--- src/rtl/cute_fetch.sv ---
// cute_fetch: instruction fetch/sequencer feeding the cute core's DIN/Run inputs.
// Holds a 2**ADDR_W x 9 program store, issues one- and two-word instructions,
// and advances the PC on the core's done/jmp handshake.
// Optional feature: define CUTE_FETCH_WDOG_EN to enable the WAIT watchdog,
// which faults and halts after WDOG_CYC cycles in WAIT without done.
module cute_fetch #(
    parameter int unsigned ADDR_W    = 5,
    parameter logic [2:0]  OP_MVI    = 3'b001,
    parameter logic [2:0]  OP_JMP    = 3'b110,
    parameter logic [8:0]  HALT_WORD = 9'h1FF
`ifdef CUTE_FETCH_WDOG_EN
   ,parameter int unsigned WDOG_CYC  = 16
`endif
) (
    input  logic              clk,
    input  logic              Resetn,
    input  logic              go,
    input  logic              prog_we,
    input  logic [ADDR_W-1:0] prog_addr,
    input  logic [8:0]        prog_data,
    input  logic              done,
    input  logic              jmp,
    output logic [8:0]        DIN,
    output logic              Run,
    output logic [ADDR_W-1:0] pc,
    output logic              busy,
    output logic              halted,
    output logic              fault
);

    localparam int unsigned DEPTH = 1 << ADDR_W;

    typedef enum logic [2:0] {
        S_IDLE,
        S_FETCH,
        S_ISSUE,
        S_IMM,
        S_WAIT,
        S_HALT
    } state_t;

    state_t              state_q, state_d;
    logic [8:0]          mem_q [DEPTH];
    logic [8:0]          din_q, din_d;
    logic                run_q, run_d;
    logic [ADDR_W-1:0]   pc_q, pc_d;
    logic [ADDR_W-1:0]   tgt_q, tgt_d;
    logic                two_q, two_d;
    logic                fault_q, fault_d;
`ifdef CUTE_FETCH_WDOG_EN
    logic [15:0]         wdog_q, wdog_d;
`endif

    logic                store_open;
    logic [8:0]          w0, w1;
    logic                w0_two;
    logic [ADDR_W:0]     seq_pc;

    assign store_open = (state_q == S_IDLE) || (state_q == S_HALT);
    assign w0         = mem_q[pc_q];
    assign w1         = mem_q[pc_q + ADDR_W'(1)];
    assign w0_two     = (w0[8:6] == OP_MVI) || (w0[8:6] == OP_JMP);
    // one extra bit so running off the end of the store shows up as a carry
    assign seq_pc     = {1'b0, pc_q} + (two_q ? (ADDR_W+1)'(2) : (ADDR_W+1)'(1));

    // program store write port; closed while executing and during reset
    always_ff @(posedge clk) begin
        if (Resetn && prog_we && store_open) begin
            mem_q[prog_addr] <= prog_data;
        end
    end

    // state and output registers with synchronous active-low reset
    always_ff @(posedge clk) begin
        if (!Resetn) begin
            state_q <= S_IDLE;
            din_q   <= '0;
            run_q   <= 1'b0;
            pc_q    <= '0;
            tgt_q   <= '0;
            two_q   <= 1'b0;
            fault_q <= 1'b0;
`ifdef CUTE_FETCH_WDOG_EN
            wdog_q  <= '0;
`endif
        end else begin
            state_q <= state_d;
            din_q   <= din_d;
            run_q   <= run_d;
            pc_q    <= pc_d;
            tgt_q   <= tgt_d;
            two_q   <= two_d;
            fault_q <= fault_d;
`ifdef CUTE_FETCH_WDOG_EN
            wdog_q  <= wdog_d;
`endif
        end
    end

    // sequencing: next state, DIN/Run drive, PC update and fault detection
    always_comb begin
        state_d = state_q;
        din_d   = din_q;
        run_d   = 1'b0;
        pc_d    = pc_q;
        tgt_d   = tgt_q;
        two_d   = two_q;
        fault_d = fault_q;
`ifdef CUTE_FETCH_WDOG_EN
        wdog_d  = wdog_q;
`endif
        case (state_q)
            S_IDLE, S_HALT: begin
                if (go) begin
                    state_d = S_FETCH;
                    pc_d    = '0;
                    fault_d = 1'b0;
                end
            end
            S_FETCH: begin
                if (w0 == HALT_WORD) begin
                    state_d = S_HALT;
                    din_d   = '0;
                end else if (w0_two && (pc_q == '1)) begin
                    // word1 would lie past the store end: refuse to issue
                    state_d = S_HALT;
                    din_d   = '0;
                    fault_d = 1'b1;
                end else begin
                    state_d = S_ISSUE;
                    din_d   = w0;
                    run_d   = 1'b1;
                    two_d   = w0_two;
                end
            end
            S_ISSUE: begin
                if (two_q) begin
                    state_d = S_IMM;
                    din_d   = w1;
                end else begin
                    state_d = S_WAIT;
`ifdef CUTE_FETCH_WDOG_EN
                    wdog_d  = '0;
`endif
                end
            end
            S_IMM: begin
                state_d = S_WAIT;
                tgt_d   = din_q[ADDR_W-1:0];
`ifdef CUTE_FETCH_WDOG_EN
                wdog_d  = '0;
`endif
            end
            S_WAIT: begin
                if (done) begin
                    if (two_q && jmp) begin
                        state_d = S_FETCH;
                        pc_d    = tgt_q;
                    end else if (seq_pc[ADDR_W]) begin
                        state_d = S_HALT;
                        din_d   = '0;
                        fault_d = 1'b1;
                    end else begin
                        state_d = S_FETCH;
                        pc_d    = seq_pc[ADDR_W-1:0];
                    end
                end
`ifdef CUTE_FETCH_WDOG_EN
                else if (wdog_q == 16'(WDOG_CYC - 1)) begin
                    state_d = S_HALT;
                    din_d   = '0;
                    fault_d = 1'b1;
                end else begin
                    wdog_d  = wdog_q + 16'd1;
                end
`endif
            end
            default: begin
                state_d = S_IDLE;
            end
        endcase
    end

    assign DIN    = din_q;
    assign Run    = run_q;
    assign pc     = pc_q;
    assign busy   = (state_q == S_ISSUE) || (state_q == S_IMM) || (state_q == S_WAIT);
    assign halted = (state_q == S_HALT);
    assign fault  = fault_q;

endmodule
--- config.mk ---
export PLATFORM = sky130hd
export DESIGN_NAME = cute_fetch
export DESIGN_NICKNAME = d
export VERILOG_FILES = /design/src/rtl/cute_fetch.sv
export SDC_FILE = /design/constraint.sdc
export NUM_CORES = 1
export LEC_CHECK = 0
export BUFFER_PORTS_ARGS = -buffer_cell sky130_fd_sc_hd__clkbuf_2
export CORE_MARGIN = 2
export CORE_UTILIZATION = 25
export DETAILED_ROUTE_END_ITERATION = 12
export SLEW_MARGIN = 30
export SYNTH_ARGS = -nofsm -noshare
export SYNTH_HDL_FRONTEND = slang
export SYNTH_SLANG_ARGS = --single-unit
--- constraint.sdc ---
create_clock -name clk -period 6.8 [get_ports clk]
set_input_delay 0.68 -clock clk [delete_from_list [all_inputs] [get_ports clk]]
set_output_delay 0.68 -clock clk [all_outputs]
set_load 0.005 [all_outputs]
==> results by group <==
Critical path
  • Maximum fanout along the worst path: 41
  • Category of the worst setup path capture point: flop
  • Logic depth of the worst register-to-register path: 8
  • Setup slack of the most critical reg-to-reg path: 2490 ps
  • Slowest Stage Delay on Critical Path: 890 ps
  • Critical path's slowest cell: dfxtp_4
  • Logic depth of the worst setup path including buffers: 8
  • Critical Path AT: 4740 ps
  • CP bufs+invs: 1
  • Required @ worst endpoint: 7230 ps
  • Crit path launch type: flop
  • Crit-path most repeated cell: mux4_2
  • Critical path capture point: state_q[2]$_SDFFE_PN0P_
  • FF-to-FF End: state_q[2]$_SDFFE_PN0P_
  • Startpoint-to-endpoint class of the critical path: flop to flop
  • Largest delay contributor family on the critical path: multiplexers
  • Ordered cell list for the critical path: buf_4 > mux4_2 > mux4_2 > mux2i_1 > nor3_1 > and3_1 > or4_1 > o211a_1

Die
  • Chip height: 249 um
  • X dimension of the die: 249 um
  • Placement row count: 89
  • Floorplan die area: 62000 sq um
  • Top Ports: 38
  • Initial Util: 25.4%
  • Placeable Area: 59100 sq um

Timing
  • Fmax: 0.232 GHz
  • Finish-stage setup viols: 0
  • Unrepaired setup endpoints after global routing: false
  • Sum Neg Setup Slack: 0 ps
  • Post-route minimum period: 4310 ps
  • Slew HR: 35.7%
  • Final period utilization: 63.4%
  • Final Hold Fails: 0
  • Tightest Pin Transition: 963 ps
  • Worst setup skew after layout: 23.5 ps
  • Final-report max-slew violation count: 0

Status
  • Result of the run: finished clean

Route
  • Final WL: 39700 um
  • Initial DRT Pass Iterations: 5
  • Number of violations reported at the end of detailed-routing iteration 0: 588
  • Via count: 8291
  • Avg WL per Cell: 23.8 um
  • Via/cell ratio: 4.98
  • Remaining antenna violation count after routing: 0
  • Drt drc: 0

Finish
  • Fillers: 5722
  • Layout cells sized above 1: 35.2%
  • Area taken by flip-flops and latches: 9260 sq um
  • Area taken by multi-input logic gates: 5520 sq um
  • Area Overhead vs Synth: 16.5%
  • Fin nets: 888

Logic synthesis
  • Number of synthesized flops with an enable pin: 288
  • Synthesized instance count: 814
  • Dominant cells by area after synthesis: edfxtp_1, mux4_2, dfxtp_1
  • Count of cell types in the netlist: 51
  • Fraction of synthesized cell area taken by the top area cell type: 57.6%
  • Commonest register cell after synthesis: edfxtp_1
  • YS warnings: 0
  • Post-Syn Area per Cell: 18.4 sq um
  • Area of the mapped netlist: 15000 sq um
  • Most numerous cell in the Yosys netlist: edfxtp_1
  • Share of synthesized registers carrying an async set or reset: 0%
  • Synth Register Bits: 318
  • Post-synthesis net count: 839
  • Sequential cell area fraction in the yosys report: 61.6%
  • Cell type with the highest aggregate area in the netlist: edfxtp_1
  • Most numerous cell types in the synthesized netlist: edfxtp_1, mux4_2, nor2_1, mux2i_1, dfxtp_1

Clocking
  • Number of buffers inserted during clock tree synthesis: 36
  • Count of H-tree levels built during CTS: 2
  • Cell at the root of the clock tree: clkbuf_16
  • Number of buffers added to fix hold violations after cts: 0
  • TritonCTS clock tree: yes
  • Clock transition at the register clock pins on the worst setup and hold paths after CTS: 60 ps
  • Insertion delay to the later sink of the worst-skew pair: 560 ps
  • Post-CTS setup repair buffer count: 0
  • Max clock buf depth: 3
  • Post-cts gate resize count: 0
  • CTS sink count: 318

Global route
  • Global-route usage over all layers: 12.7%
  • Global route overflow: 0
  • Global-route wire length before repair: 58300 um
  • Antenna violations before repair: 6
  • Largest net degree at the start of global routing: 68
  • Via count of the first global-routing pass: 8444

Placed design
  • Post-detailed-placement half-perimeter wirelength: 25900 um
  • Weighted congestion reported at the end of routability-driven placement: 0.808
  • # port buffers: 37

Hold path
  • Class of the tightest hold or removal check: input pin to flop

Power and ir drop
  • Largest voltage drop on the vdd net: 149 uV
  • Post-layout power: 0.00497 W
  • Total leakage power: 5.26 nW
  • Power per Cell Area: 284 nW/um^2

Flow run
  • Max-cap viol count: 0
state kept, by name, summed over array words and instances (netlist names), named ones only:
| signal | cells |
|---|---|
| DIN | 9 |
| state_q | 3 |
| pc | 5 |
| fault | 1 |
| mem_q | 288 |
| Run | 1 |
| tgt_q | 5 |
| two_q | 1 |
per-stage QoR:
| stage | instance area (sq um) | setup WS (ps) | util, % | hold WS [ps] | instances |
|---|---|---|---|---|---|
| 5_1_grt | 17500 | 2220 | 29.6 | 402 | 1664 |
| 3_5_place_dp | 16200 | 2470 | 27.4 | 469 | 1597 |
| 2_1_floorplan | 15000 | 3750 | - | 459 | 814 |
| 6_report | 17500 | 2490 | 29.6 | 395 | 1666 |
| 4_1_cts | 17500 | 2460 | 29.5 | 381 | 1663 |
| 3_3_place_gp | 16200 | 2470 | 27.3 | 463 | 1597 |
power breakdown:
part           switching [W]  internal (W)
logic               0.000326      0.000301
clock network       0.000809       0.00127
registers          0.0000805       0.00218
cell type report:
class	count	share of cell area, %
repair buffers	68	2.46
diodes	2	0.0286
well taps	773	5.53
flip-flops and latches	318	53.0
multi-input cells	431	31.6
clock buffers	47	5.68
clock inverters	19	1.60
inverters	8	0.172
worst min path at each step:
stage / slack [ps] / cells after the start / startpoint / end
3_5_place_dp: 470 / 2 / fault$_SDFFE_PN0P_ / fault$_SDFFE_PN0P_
2_1_floorplan: 460 / 2 / fault$_SDFFE_PN0P_ / fault$_SDFFE_PN0P_
3_3_place_gp: 460 / 2 / fault$_SDFFE_PN0P_ / fault$_SDFFE_PN0P_
6_report: 400 / 2 / go / fault$_SDFFE_PN0P_
5_1_grt: 400 / 2 / go / fault$_SDFFE_PN0P_
4_1_cts: 380 / 2 / go / fault$_SDFFE_PN0P_
kinds of logic (layout without fill, tap and decap cells):
kind of cell	after synthesis	in the layout	synth area share, %
AND/OR/NAND/NOR	171	171	5.64
buffers and inverters	65	142	2.02
other	0	2	0
AO/OA/AOI/OAI	46	46	2.27
multiplexers	206	206	27.8
adder cells (fa/ha/maj)	5	5	0.467
flip-flops	318	318	61.6
XOR/XNOR	3	3	0.175
routing by layer:
metal | part of all wire, % | wire (um) | up-vias | track usage [%]
li1 | - | - | 3528 | -
met5 | 0.36 | 142 | - | 1.16
met1 | 42 | 16700 | 4344 | 16.7
met3 | 9.6 | 3810 | 65 | 4.52
met4 | 2.3 | 899 | 10 | 3.43
met2 | 46 | 18200 | 344 | 19.7
layout by cell type, fill, tap and decap left out, types with 3 or more instances in the layout:
master / Yosys / routed
clkbuf_1: 29 / 7
a21oi_1: 8 / 8
and2_1: 3 / 3
o21ai_0: 8 / 8
mux4_2: 168 / 168
clkinvlp_4: 0 / 3
clkinv_1: 0 / 5
nor2_1: 62 / 53
inv_1: 8 / 8
dfxtp_1: 30 / 26
buf_4: 8 / 30
nand3b_1: 3 / 3
nand2_1: 28 / 28
edfxtp_1: 288 / 288
nand2b_1: 21 / 21
bufinv_16: 0 / 6
and3_1: 4 / 4
a22oi_1: 3 / 3
clkbuf_16: 0 / 37
clkbuf_2: 0 / 37
dfxtp_4: 0 / 3
mux2i_1: 33 / 33
nor2_2: 0 / 9
nor3_1: 6 / 6
nor4_1: 11 / 11
mux2_2: 4 / 4
ha_1: 4 / 3
or3_1: 3 / 3
clkbuf_8: 0 / 3
nor2b_1: 10 / 10
nand3_1: 12 / 12
o311a_1: 9 / 9
worst register-to-register path: stages (launching register included):
cell and delay, ps:
dfxtp_4 890, buf_4 710, mux4_2 620, mux4_2 490, mux2i_1 390, nor3_1 100
and3_1 360, or4_1 520, o211a_1 130
Power figures use the tool's default switching activity.
